--- src/rtl/multdiv_seq.sv ---
// Sequential signed multiply/divide engine driving an external 3*WIDTH-bit state register.
// Optional macro MULTDIV_REMAINDER_EN adds the data_remainder output.
module multdiv_seq #(
    parameter int WIDTH = 32,
    parameter int ITER  = 32
) (
    input  logic                 clock,
    input  logic                 clr_n,
    input  logic [WIDTH-1:0]     data_operandA,
    input  logic [WIDTH-1:0]     data_operandB,
    input  logic                 ctrl_MULT,
    input  logic                 ctrl_DIV,
    input  logic [3*WIDTH-1:0]   state_q,
    output logic [3*WIDTH-1:0]   state_d,
    output logic                 state_we,
    output logic [WIDTH-1:0]     data_result,
    output logic                 data_exception,
    output logic                 data_resultRDY
`ifdef MULTDIV_REMAINDER_EN
    ,
    output logic [WIDTH-1:0]     data_remainder
`endif
);

    localparam int CW = $clog2(ITER);
    localparam logic [2*WIDTH-1:0] LIMIT = (2*WIDTH)'(1) << (WIDTH-1);
    localparam logic [WIDTH-1:0] MIN_NEG = WIDTH'(1) << (WIDTH-1);

    typedef enum logic [1:0] {IDLE, RUN, DONE} state_t;

    state_t         state;
    logic [CW-1:0]  count;
    logic           op_div;
    logic           neg_a;
    logic           neg_b;

    logic           start;
    logic           div_by_zero;
    logic [WIDTH-1:0] abs_a;
    logic [WIDTH-1:0] abs_b;

    logic [WIDTH-1:0] m;
    logic [WIDTH-1:0] hi;
    logic [WIDTH-1:0] lo;
    logic [WIDTH:0]   sum;
    logic [WIDTH:0]   sh_hi;
    logic [WIDTH-1:0] sh_lo;
    logic             fits;
    logic [WIDTH-1:0] next_hi;
    logic [WIDTH-1:0] next_lo;

    logic             neg_res;
    logic [WIDTH-1:0] res_val;
    logic             res_exc;
`ifdef MULTDIV_REMAINDER_EN
    logic [WIDTH-1:0] rem_val;
`endif

    assign start       = ctrl_MULT | ctrl_DIV;
    assign abs_a       = data_operandA[WIDTH-1] ? -data_operandA : data_operandA;
    assign abs_b       = data_operandB[WIDTH-1] ? -data_operandB : data_operandB;
    assign div_by_zero = ctrl_DIV && !ctrl_MULT && (data_operandB == '0);

    assign m  = state_q[3*WIDTH-1:2*WIDTH];
    assign hi = state_q[2*WIDTH-1:WIDTH];
    assign lo = state_q[WIDTH-1:0];

    // One shift-add (multiply) or restoring shift-subtract (divide) step on {HI,LO}.
    always_comb begin
        sum     = {1'b0, hi} + (lo[0] ? {1'b0, m} : '0);
        sh_hi   = {hi, lo[WIDTH-1]};
        sh_lo   = {lo[WIDTH-2:0], 1'b0};
        fits    = sh_hi >= {1'b0, m};
        next_hi = '0;
        next_lo = '0;
        if (op_div) begin
            next_hi = fits ? (sh_hi[WIDTH-1:0] - m) : sh_hi[WIDTH-1:0];
            next_lo = {sh_lo[WIDTH-1:1], fits};
        end else begin
            next_hi = sum[WIDTH:1];
            next_lo = {sum[0], lo[WIDTH-1:1]};
        end
    end

    always_comb begin
        state_d  = state_q;
        state_we = 1'b0;
        if (start) begin
            state_we = 1'b1;
            state_d  = {abs_b, {WIDTH{1'b0}}, abs_a};
        end else if (state == RUN) begin
            state_we = 1'b1;
            state_d  = {m, next_hi, next_lo};
        end
    end

    // Final result is formed from the last iteration's next value so it is registered on entry to DONE.
    always_comb begin
        neg_res = neg_a ^ neg_b;
        res_val = neg_res ? -next_lo : next_lo;
        if (op_div)
            res_exc = !neg_res && (next_lo == MIN_NEG);
        else if (neg_res)
            res_exc = {next_hi, next_lo} > LIMIT;
        else
            res_exc = {next_hi, next_lo} >= LIMIT;
`ifdef MULTDIV_REMAINDER_EN
        rem_val = neg_a ? -next_hi : next_hi;
`endif
    end

    always_ff @(posedge clock or negedge clr_n) begin
        if (!clr_n) begin
            state          <= IDLE;
            count          <= '0;
            op_div         <= 1'b0;
            neg_a          <= 1'b0;
            neg_b          <= 1'b0;
            data_result    <= '0;
            data_exception <= 1'b0;
            data_resultRDY <= 1'b0;
`ifdef MULTDIV_REMAINDER_EN
            data_remainder <= '0;
`endif
        end else begin
            data_resultRDY <= 1'b0;
            if (start) begin
                op_div         <= !ctrl_MULT;
                neg_a          <= data_operandA[WIDTH-1];
                neg_b          <= data_operandB[WIDTH-1];
                count          <= '0;
                data_result    <= '0;
                data_exception <= 1'b0;
`ifdef MULTDIV_REMAINDER_EN
                data_remainder <= '0;
`endif
                if (div_by_zero) begin
                    state          <= DONE;
                    data_resultRDY <= 1'b1;
                    data_exception <= 1'b1;
                end else begin
                    state <= RUN;
                end
            end else begin
                case (state)
                    RUN: begin
                        count <= count + 1'b1;
                        if (count == CW'(ITER-1)) begin
                            state          <= DONE;
                            data_resultRDY <= 1'b1;
                            data_result    <= res_val;
                            data_exception <= res_exc;
`ifdef MULTDIV_REMAINDER_EN
                            data_remainder <= op_div ? rem_val : '0;
`endif
                        end
                    end
                    DONE:    state <= IDLE;
                    default: state <= IDLE;
                endcase
            end
        end
    end

endmodule

--- config.mk ---
export PLATFORM = sky130hd
export DESIGN_NAME = multdiv_seq
export DESIGN_NICKNAME = d
export VERILOG_FILES = /design/src/rtl/multdiv_seq.sv
export SDC_FILE = /design/constraint.sdc
export NUM_CORES = 1
export LEC_CHECK = 0
export ABC_CLOCK_PERIOD_IN_PS = 3500
export BUFFER_PORTS_ARGS = -buffer_cell sky130_fd_sc_hd__clkbuf_2
export CAP_MARGIN = 10
export CORE_MARGIN = 3
export CORE_UTILIZATION = 50
export DETAILED_ROUTE_END_ITERATION = 8
export PLACE_DENSITY = 0.81
export SKIP_LAST_GASP = 1
export SYNTH_ARGS = -nofsm -noshare
export SYNTH_HDL_FRONTEND = slang
export SYNTH_SLANG_ARGS = --single-unit
export TNS_END_PERCENT = 10
--- constraint.sdc ---
create_clock -name clock -period 3.5 [get_ports clock]
set_input_delay 0.175 -clock clock [delete_from_list [all_inputs] [get_ports clock]]
set_output_delay 0.175 -clock clock [all_outputs]
set_load 0.1 [all_outputs]
# --- Word level (Yosys, flattened, before mapping) ---
# Cells that the tools add are included.
totals:
  register_bits: 44
  inputBits: 164
  out_inout_bits: 131
  wordCells: 61
op_classes:
  n_addsub: 6
  n_lt_le_gt_ge: 3
  n_eq_ne: 4
  n_mux: 29
  n_bitwise: 2
  reduce_logical: 9
ops:
  columns: ["cell", "n"]
  rows:
  - ["2-to-1 mux 32 bit", 10]
  - ["2-to-1 mux 96 bit", 1]
  - ["negator 32 bit", 3]
  - ["greater-or-equal comparator 64 x 32 -> 1 bit (second input constant)", 1]
  - ["greater-than comparator 64 x 32 -> 1 bit (second input constant)", 1]
  - ["2-to-1 mux 64 bit", 1]
  - ["adder 32 x 32 -> 33 bit", 1]
  - ["greater-or-equal comparator 33 x 32 -> 1 bit", 1]
  - ["== test 32 bit (second input constant)", 1]
  - ["zero test 32 bit", 1]
  - ["subtractor 32 bit", 1]
  - ["2-to-1 mux 1 bit", 11]
  - ["2-to-1 mux 5 bit", 2]
  - ["2-to-1 mux 2 bit", 4]
  - ["adder 5 x 1 -> 5 bit (second input constant)", 1]
  - ["== test 5 bit (second input constant)", 1]
  - ["nonzero test 2 bit", 2]
  - ["logical AND 1 bit", 3]
  - ["inequality test 3 x 2 -> 1 bit (second input constant)", 1]
  - ["== test 2 x 1 -> 1 bit (second input constant)", 1]
  - ["zero test 1 bit", 2]
  - ["AND reduction 2 bit", 1]
  - ["OR 1 bit", 1]
  - ["XOR 1 bit", 1]

# --- Logic depth before layout (Yosys ltp) ---
depth:
  depth_word: 9
  depth_mapped: 22

# --- Least setup slack after synthesis ---
# Ideal clock, no wire load.
synth_path:
  path_type: "in2out"
  startpoint: "input state_q[74]"
  endpoint: "output state_d[40]"
  arrival_time_ns: 5.092
  t_required_ns: 3.325
  path_slack_ns: -1.767
  stages: 15
  path_buffers: 4
  path_cell_list: "inv_1 ha_1 clkbuf_1 a21oi_1 o211ai_1 a221o_1 o311a_1 nor2_1 clkbuf_1 buf_2 clkbuf_1 nand2_1 o21ai_0 a21oi_1 a211oi_1"
synth_via:
  elab_chain_len: 5
synth_rtl:
  columns: ["item", "line", "rtl"]
  rows:
  - ["start, declared", "13", "input logic [3*WIDTH-1:0] state_q,"]
  - ["greater-or-equal comparator 33 x 32 -> 1 bit", "73", "fits = sh_hi >= {1'b0, m};"]
  - ["2-to-1 mux 32 bit", "77", "next_hi = fits ? (sh_hi[WIDTH-1:0] - m) : sh_hi[WIDTH-1:0];"]
  - ["2-to-1 mux 32 bit", "76", "if (op_div) begin"]
  - ["2-to-1 mux 64 bit", "91", "end else if (state == RUN) begin"]
  - ["2-to-1 mux 96 bit", "88", "if (start) begin"]
  - ["end, declared", "14", "output logic [3*WIDTH-1:0] state_d,"]
# Every way passes these cells.

# --- Worst setup path in the final report ---
layout_path:
  startpoint: "input state_q[78]"
  endpoint: "register data_exception"
layout_via:
  elab_chain_len: 9
layout_rtl:
  columns: ["item", "line", "rtl"]
  rows:
  - ["2-to-1 mux 32 bit, or another cell as far along", "70", "sum = {1'b0, hi} + (lo[0] ? {1'b0, m} : '0);"]
  - ["adder 32 x 32 -> 33 bit or 2-to-1 mux 32 bit (tied branches)", "70, 77", null]
  - ["2-to-1 mux 32 bit", "76", null]
  - ["greater-or-equal comparator 64 x 32 -> 1 bit or greater-than comparator 64 x 32 -> 1 bit (tied branches)", "106, 104", null]
  - ["2-to-1 mux 1 bit", "103", "else if (neg_res)"]
  - ["2-to-1 mux 1 bit (*)", "101", "if (op_div)"]
  - ["2-to-1 mux 1 bit (*)", "148", "if (count == CW'(ITER-1)) begin"]
  - ["2-to-1 mux 1 bit (*)", "145", "case (state)"]
  - ["2-to-1 mux 1 bit (*)", "127", "if (start) begin"]
  - ["end signal, assigned", "152", "data_exception <= res_exc;"]
  - ["end, declared", "17", "output logic data_exception,"]
# Mark *: on every way between the ends. The rest lies on a longest branch, timed or not. The select of a mux whose other input is x is not followed.
# A chain may end at the register's enable or synchronous reset.

==> flow_metrics.py <==
metrics = {
    "timing": {
        "setup_viol": 24,
        "layout_min_cycle_time_ns": 4.07,
        "rsz0062_at_grt": "true",
        "slew_headroom_pct": 27.9,
        "slew_violations": 0,
        "clock_skew_ns": 0.00518,
        "fin_setup_tns_ns": -3.47,
        "max_freq_mhz": 246,
        "setup_slack_ns": -0.568,
        "finalHoldViolations": 0,
        "fin_crit_sh_pct": 116,
        "worst_slew_pin_slew_ns": 1.08,
    },
    "synth": {
        "ys_types": 85,
        "synth_top_family_by_area": "compound AO/OA/AOI/OAI gates",
        "synth_ff_type": "dfrtp_1",
        "synth_edf_count": 0,
        "avgSynthCellArea_um2": 6.69,
        "async_flop_share_pct": 100,
        "syn_inst": 1562,
        "ys_seq_area_share_pct": 10.5,
        "synth_seq_cells": 44,
        "synth_xor_area_share_pct": 11.5,
        "ys_warn_count": 0,
        "synth_fp_nets": 1797,
        "synth-compound-area-share_pct": 33.1,
        "synth_area_um2": 10500,
        "muxShareOfSynthArea_pct": 3.57,
        "synth_fa_ha_area_share_pct": 8.64,
        "yosys.area_share.simple_pct": 27.0,
    },
    "floorplanning": {
        "coreArea_um2": 20400,
        "die_area_um2": 22700,
        "die_width_um": 151,
        "num_io_pins": 295,
        "fp.dieH_um": 151,
        "start_util_pct": 51.3,
        "rows": 52,
    },
    "setup_path": {
        "critPathBufInv": 3,
        "worstSetupStartpointType": "input port",
        "cp-end-kind": "flip-flop",
        "crit_required_ns": 3.67,
        "crit_family": "compound AO/OA/AOI/OAI gates",
        "arrival_ns": 4.24,
        "crit_path_cell_trace": "buf_6, inv_4, ha_4, a21oi_4, o211ai_1, a221o_1, o311ai_4, a21oi_4, nor2_2, ha_2, nor3b_4, o221a_4, nand2b_4, and3b_2, buf_6, a31oi_4, a2111o_1, a2111oi_2, nand4_1, nor4_2, and4b_1, nor2_1",
        "critPathSlowestCell": "o311ai_4",
        "crit_path_max_incr_delay_ns": 0.42,
        "worstSetupPathType": "input port to flip-flop",
        "critPathMaxFanout": 2,
    },
    "clock_tree": {
        "clkTransAtPathRegs_ns": 0.06,
        "tritoncts": "built",
        "clock_path_buffers": 2,
        "clkLatencyLatePin_ns": 0.28,
        "htree_num_levels": 2,
        "postCtsHoldBufs": 0,
        "cts_inserted_buffers": 5,
        "cts.sinks": 44,
        "root_buffer": "clkbuf_16",
    },
    "final_layout": {
        "drive_gt1_share_pct": 38.3,
        "finalNonFillerCells": 2399,
        "design_area_um2": 16500,
        "num-nets-final": 2362,
        "num-fill-cells": 1445,
        "area_growth_pct": 57.7,
    },
    "place": {
        "place_congestion": 1.06,
        "hpwl_mm": 41.9,
        "dp.cells": 2369,
        "place_area_um2": 15500,
        "place_ws_ns": -1.13,
        "io_buffer_count": 294,
    },
    "run_status": {
        "status": "finished, violations left",
        "violations": "setup timing",
    },
    "global_route": {
        "grt_pass1_vias": 14200,
        "grt_pass1_wl_mm": 77.2,
        "antenna_found_initial": 2,
        "grt_remaining_overflow": 0,
        "grt_max_degree": 81,
        "grt_usage_pct": 43.2,
    },
    "route": {
        "routed_wl_mm": 53.0,
        "antenna_left": 0,
        "vias": 15300,
        "post-route-drc-count": 0,
        "drt_iter0_drc": 1605,
        "drtPass1Iterations": 6,
        "via_per_inst": 6.40,
        "wire_per_inst_um": 22.1,
    },
    "run": {
        "max_cap_violations": 0,
    },
    "min_path": {
        "hp-class": "input port to asynchronous set/reset pin",
    },
    "pwr": {
        "total_power_mw": 4.76,
        "powerDensity_nw_per_um2": 289,
        "peakVddDrop_uv": 314,
        "p_leak_nw": 7.62,
    },
}
-- cells by family after synthesis --
logic type	after synthesis
adder cells (fa/ha/maj)	71
flip-flops	44
buffers and inverters	157
AND/OR/NAND/NOR	575
multiplexers	37
XOR/XNOR	137
AO/OA/AOI/OAI	541
-- what timing repair did --
action	4_1_cts	5_1_grt
buffers inserted	12	9
pin swaps	25	30
setup endpoints to repair	27	43
resized for setup	46	67
hold endpoints to repair	0	0
-- area by class of cell --
type                       count  area, um^2  share of cell area, %
multi-input combinational   1361        9580                   58.1
timing repair buffer         656        5030                   30.5
sequential                    44        1100                   6.70
tap                          270         338                   2.05
inverter                      59         239                   1.45
clock buffer                   5         125                  0.759
clock inverter                 2        60.1                  0.364
antenna                        2        5.00                 0.0304
-- final timing paths --
kind	startpoint	slack, ns	end	cells past startpoint
worst max-delay path	state_q[78]	-0.57	data_exception$_DFFE_PN0P_	22
worst min-delay path	clr_n	0.08	data_result[18]$_DFFE_PN0P_	1
worst max register to register	op_div$_DFFE_PN0N_	0.01	data_exception$_DFFE_PN0P_	11
worst min register to register	data_result[18]$_DFFE_PN0P_	0.48	data_result[18]$_DFFE_PN0P_	2
max in group asynchronous	clr_n	2.63	op_div$_DFFE_PN0N_	1
min in group clock	ctrl_MULT	0.17	op_div$_DFFE_PN0N_	2
-- registers in the layout, indices dropped and copies added (netlist names) --
| name | cells |
|---|---|
| data_result | 32 |
| state | 2 |
| data_resultRDY | 1 |
| op_div | 1 |
| neg_b | 1 |
| data_exception | 1 |
| count | 5 |
| neg_a | 1 |
-- routing by layer --
layer	global-route usage [%]	vias up	share of wire, %
met5	0	-	0.015
met4	18.2	2	6.1
met2	69.2	1078	44
li1	-	6881	-
met1	56.6	7140	38
met3	8.61	242	12
-- layout by cell type, fill, tap and decap left out, types with 35 or more instances in the layout --
master | netlist | layout
xnor2_1 | 42 | 41
ha_1 | 69 | 45
a21oi_1 | 141 | 106
inv_1 | 58 | 53
buf_4 | 0 | 357
xor2_1 | 95 | 95
dfrtp_1 | 44 | 43
and2_1 | 44 | 43
o21ai_0 | 153 | 140
mux2i_1 | 35 | 35
buf_12 | 0 | 52
nand2_1 | 197 | 194
clkbuf_2 | 0 | 236
a211oi_1 | 49 | 43
nor2_1 | 129 | 123
-- through the flow --
stage          hold WS (ns)  util (%)
4_1_cts               0.108      78.9
2_1_floorplan        -0.121         -
3_5_place_dp          0.407      76.2
6_report             0.0813      80.9
3_3_place_gp          0.391      76.2
5_1_grt               0.168      80.9
-- cell usage after synthesis (all sizes together), types with 6 or more instances --
cell	instances	share of area (%)
a31oi	22	1.3
a41oi	7	0.59
nand2b	17	1.0
a311oi	6	0.50
nand3	31	1.5
and3	15	0.90
buf	17	0.68
mux2i	35	3.4
and2	44	2.6
nor3b	6	0.43
nand4	20	1.2
a21oi	142	6.8
ha	69	8.3
dfrtp	44	11
inv	59	2.1
or2	6	0.38
o21a	13	0.93
xor2	95	8.0
nor4	15	1.1
and4	9	0.75
a211oi	49	3.5
clkbuf	81	2.9
or4	13	1.1
a21boi	6	0.43
nor2b	6	0.36
or3	16	1.0
o21ai	155	7.4
a21o	21	1.5
o41ai	10	0.98
xnor2	42	3.5
o31ai	23	1.7
nand2	198	7.1
o211ai	25	1.8
nor2	129	4.6
nor3	39	1.9
-- report_power, final --
part / switching [mW] / internal (mW)
clock network: 0.195 / 0.405
logic: 2.33 / 1.31
registers: 0.00688 / 0.513
total: 2.53 / 2.23
Note: power is estimated with default switching activity, not from simulation.
